`config.mk`:
```
export PLATFORM = sky130hd
export DESIGN_NAME = spi_master_ctrl
export DESIGN_NICKNAME = d
export VERILOG_FILES = /design/src/rtl/spi_master_ctrl.sv
export SDC_FILE = /design/constraint.sdc
export NUM_CORES = 1
export LEC_CHECK = 0
export CELL_PAD_IN_SITES_DETAIL_PLACEMENT = 0
export CELL_PAD_IN_SITES_GLOBAL_PLACEMENT = 1
export CORE_MARGIN = 1
export CORE_UTILIZATION = 42
export DETAILED_ROUTE_END_ITERATION = 16
export GPL_TIMING_DRIVEN = 0
export PLACE_DENSITY_LB_ADDON = 0.1
export SLEW_MARGIN = 0
export SYNTH_ARGS = -nofsm -noshare
export SYNTH_HDL_FRONTEND = slang
export SYNTH_SLANG_ARGS = --single-unit
```
`constraint.sdc`:
```
create_clock -name clk -period 1.95 [get_ports clk]
set_input_delay 0.39 -clock clk [delete_from_list [all_inputs] [get_ports clk]]
set_output_delay 0.39 -clock clk [all_outputs]
set_load 0.01 [all_outputs]
```
`src/rtl/spi_master_ctrl.sv`:
```
// SPI initiator: serialises 10-bit RAM command words into SS_n/MOSI frames
// and returns the byte shifted back on MISO for read-data commands.
`timescale 1ns/1ps
module spi_master_ctrl #(
  parameter int RD_WAIT = 2,
  parameter int SS_IDLE = 1
) (
  input  logic       clk,
  input  logic       rst_n,
  input  logic       cmd_valid,
  output logic       cmd_ready,
  input  logic [9:0] cmd_data,
  output logic       rsp_valid,
  output logic [7:0] rsp_data,
  output logic       busy,
  output logic       SS_n,
  output logic       MOSI,
  input  logic       MISO
);
  typedef enum logic [2:0] {S_IDLE, S_SEND, S_WAIT, S_READ, S_GAP} state_t;

  localparam logic [3:0] SEND_LAST = 4'd10;
  localparam logic [3:0] WAIT_LAST = 4'(RD_WAIT - 1);
  localparam logic [3:0] READ_LAST = 4'd7;
  localparam logic [3:0] GAP_LAST  = 4'(SS_IDLE - 1);

  state_t     state, state_next;
  logic [3:0] cnt, cnt_next;
  logic [9:0] shift_reg;
  logic [1:0] opcode;
  logic [6:0] rx_reg;
  logic       ss_n_next, mosi_next, accept, last_sample;

  assign cmd_ready   = (state == S_IDLE);
  assign busy        = (state != S_IDLE);
  assign accept      = cmd_valid && cmd_ready;
  assign last_sample = (state == S_READ) && (cnt == READ_LAST);

  always_comb begin
    state_next = state;
    cnt_next   = cnt;
    ss_n_next  = 1'b1;
    mosi_next  = 1'b0;
    case (state)
      S_IDLE: if (cmd_valid) begin
        state_next = S_SEND;
        cnt_next   = '0;
      end
      S_SEND: if (cnt == SEND_LAST) begin
        state_next = (opcode == 2'b11) ? S_WAIT : S_GAP;
        cnt_next   = '0;
      end else cnt_next = cnt + 4'd1;
      S_WAIT: if (cnt == WAIT_LAST) begin
        state_next = S_READ;
        cnt_next   = '0;
      end else cnt_next = cnt + 4'd1;
      S_READ: if (cnt == READ_LAST) begin
        state_next = S_GAP;
        cnt_next   = '0;
      end else cnt_next = cnt + 4'd1;
      S_GAP: if (cnt == GAP_LAST) begin
        state_next = S_IDLE;
        cnt_next   = '0;
      end else cnt_next = cnt + 4'd1;
      default: begin
        state_next = S_IDLE;
        cnt_next   = '0;
      end
    endcase
    // SS_n and MOSI are registered, so they follow the state being entered.
    if (state_next inside {S_SEND, S_WAIT, S_READ}) ss_n_next = 1'b0;
    // First bit repeats cmd_data[9] as the path-select bit ahead of the word.
    if (accept) mosi_next = cmd_data[9];
    else if (state == S_SEND && cnt != SEND_LAST) mosi_next = shift_reg[9];
  end

  always_ff @(posedge clk or negedge rst_n) begin
    if (!rst_n) begin
      state     <= S_IDLE;
      cnt       <= '0;
      shift_reg <= '0;
      opcode    <= '0;
      rx_reg    <= '0;
      SS_n      <= 1'b1;
      MOSI      <= 1'b0;
      rsp_valid <= 1'b0;
      rsp_data  <= '0;
    end else begin
      state     <= state_next;
      cnt       <= cnt_next;
      SS_n      <= ss_n_next;
      MOSI      <= mosi_next;
      rsp_valid <= last_sample;
      if (accept) begin
        shift_reg <= cmd_data;
        opcode    <= cmd_data[9:8];
      end else if (state == S_SEND) begin
        shift_reg <= {shift_reg[8:0], 1'b0};
      end
      if (state == S_READ) rx_reg <= {rx_reg[5:0], MISO};
      if (last_sample) rsp_data <= {rx_reg, MISO};
    end
  end
endmodule
```
==> results.yml <==
sta:
  relSlewSlack_pct: 45.73
  rsz0062_at_grt: "false"
  finalCriticalPeriod_ns: 1.705
  hold_viol_final: 0
  worst_hold_slack_ns: 0.1903
  finalMaxSlewViolations: 0
  worst_slew_pin_slew_ns: 0.8141
  period_share_pct: 87.41
  fin_tns_setup_ns: 0
  max_clock_freq_mhz: 586.7
  setup_slack_ns: 0.2454
  fin_skew_ns: 0.004829
  finalSetupViolCount: 0
grt:
  met1_usage_pct: 20.09
  grt_busiest_layer: "met2"
  antenna_found_initial: 0
  met3_usage_pct: 4.655
  grt_overflow: 0
  grt.total_usage_pct: 16.99
  grt_pass1_wl_um: 5388
  grt_max_degree: 38
  grt_pass1_vias: 1188
  met2_usage_pct: 28.83
critical_path:
  cp_top_family: "buffers and inverters"
  cp-start-kind: "flop"
  worstPathCellList: "clkdlybuf4s50_1"
  slowest_delay_ns: 0.52
  cp-end-kind: "output pin"
  crit_path_top_delay_cell: "clkdlybuf4s50_1"
  critPathBufInv: 1
  cp.required_ns: 1.56
  critPathMaxFanout: 1
  path_class: "reg2out"
  arrival_ns: 1.31
finish:
  diodes: 0
  layout.nets: 196
  syn_to_final_growth_pct: 24.91
  drive_gt1_share_pct: 21.23
  mostFrequentLayoutCells: "36 x dfrtp_1, 23 x nand2_1, 23 x clkdlybuf4s50_1"
  design_area_sq_um: 2152
  layoutNonFillerInstCount: 227
  final_common_cell: "dfrtp_1"
  largest_reg_flops: 10
route:
  routed_wl_um: 3155
  dr.pass1.iters: 4
  drtAntennaViolNets: 0
  vias: 1197
  drtIter0Drc: 62
  drc: 0
  wl_per_cell_um: 13.90
  avgViaCountPerCell: 5.273
floorplanning:
  initial_core_util_pct: 45.36
  core_sq_um: 3799
  fp-row-count: 22
  dieWidth_um: 66.05
  ios: 27
  die-area_sq_um: 4363
  die_h_um: 66.05
placed_design:
  gp_congestion: 0.8443
  pre_cts_slack_ns: -0.01413
  dpl_cell_area_sq_um: 2038
  dp_cells: 219
  port-buffer-count: 26
  dp_hpwl_um: 2246
cts:
  path_clk_slew_ns: 0.07
  cts_buffers: 5
  clk_path_buf_depth: 2
  tritoncts: "yes"
  cts_sinks: 37
  htree_levels: 2
  clkLatencyLatePin_ns: 0.28
  holdBufCountCts: 0
  cts-root-buf: "clkbuf_8"
yosys:
  async_flop_share_pct: 100.0
  synth_cell_type_count: 36
  syn_area_sq_um: 1723
  synth_warnings: 0
  synth_cells: 145
  synth.avg_cell_area_sq_um: 11.88
  synth_ff_type: "dfrtp_1"
  yosysSeqAreaShare_pct: 53.81
  synth_edf_count: 0
  ys_seq_elements: 37
  synth_nets: 163
flow_run:
  cap_viol_max_count: 0
power_and_ir_drop:
  p_seq_share_pct: 39.8
  p_leak_nw: 1.026
  sw_frac_of_total_pct: 34.60
  internal_power_mw: 1.941
  comb_power_share_pct: 38.7
  pwr_density_cell_nw_per_um2: 1379
  peakVddDrop_mv: 0.6785
  clkPwrFrac_pct: 21.5
  p_sw_mw: 1.027
outcome:
  status: "finished, final reports clean"
min_path:
  hp-class: "in2async"
[power by group through the flow]
stage	clock, mW	sequential (mW)	combinational [mW]
2_1_floorplan	0	1.17	0.828
3_3_place_gp	0	1.18	1.13
3_5_place_dp	0	1.19	1.17
4_1_cts	0.660	1.18	1.17
5_1_grt	0.694	1.21	1.29
6_report	0.637	1.18	1.15
[final timing paths]
kind                         startpoint           end  slack (ns)  cells after the start
setup / recovery                   SS_n          SS_n        0.25                      1
hold / removal                    rst_n        cnt[0]        0.19                      1
setup reg to reg                 cnt[0]          SS_n        0.26                      6
hold reg to reg            shift_reg[6]  shift_reg[6]        0.48                      2
max in group asynchronous         rst_n     rx_reg[0]        1.24                      1
min in group clk           shift_reg[6]  shift_reg[6]        0.48                      2
[cell usage after synthesis, types with 2 or more instances]
library cell  count  area (sq um)
mux2_2           15         168.9
nor3b_1           2         15.01
buf_2             2         10.01
nor2_1            5         18.77
a311o_1           2         20.02
nand3b_1          2         15.01
o32ai_1           2         17.52
o21ai_0           9         45.04
a22oi_1           5         37.54
inv_1             8         30.03
nor4_1            2         12.51
o21ai_1           2         10.01
buf_4             3         22.52
nand2_1          23         86.33
mux2i_1           4         40.04
dfrtp_1          36         900.9
ha_1              4         50.05
[cells by family (layout without fill, tap and decap cells)]
logic type | after synthesis | after routing | share of synthesized area, %
adders and majority gates | 4 | 4 | 2.905
and+or+nand+nor | 45 | 45 | 15.32
AOI/OAI and AO/OA | 26 | 26 | 11.55
muxes | 19 | 19 | 12.13
buffers and inverters | 14 | 48 | 4.285
DFF | 37 | 37 | 53.81
[metrics by stage]
step	power, mW	util (%)
CTS	3.010	56.59
floorplan	1.998	-
finish	2.968	56.65
detailed placement	2.360	53.66
global placement	2.309	53.79
global route	3.193	56.65
[layer usage]
metal  part of all wire (%)  wire length, um  up-vias
li1                       -                -      573
met1                     44             1391      598
met2                     51             1608       21
met3                    3.4              106        5
met4                    1.6               49        0
met5                      0                0        -
[timing repair]
action / 4_1_cts / 5_1_grt
pin swaps: 0 / 0
setup endpoints to repair: 2 / 1
gates resized for setup: 2 / 1
gates cloned: 0 / 0
endpoints found under the hold margin: 0 / 0
buffers inserted: 0 / 0
[layout make-up]
class | instances | area, sq um
fill | 338 | 1647
sequential | 37 | 927.1
multi-input combinational | 94 | 726.9
timing repair buffer | 26 | 256.5
clock buffer | 6 | 72.57
tap | 48 | 60.06
buffer | 6 | 43.79
clock inverter | 2 | 35.03
inverter | 8 | 30.03
Power figures use the tool's default switching activity.
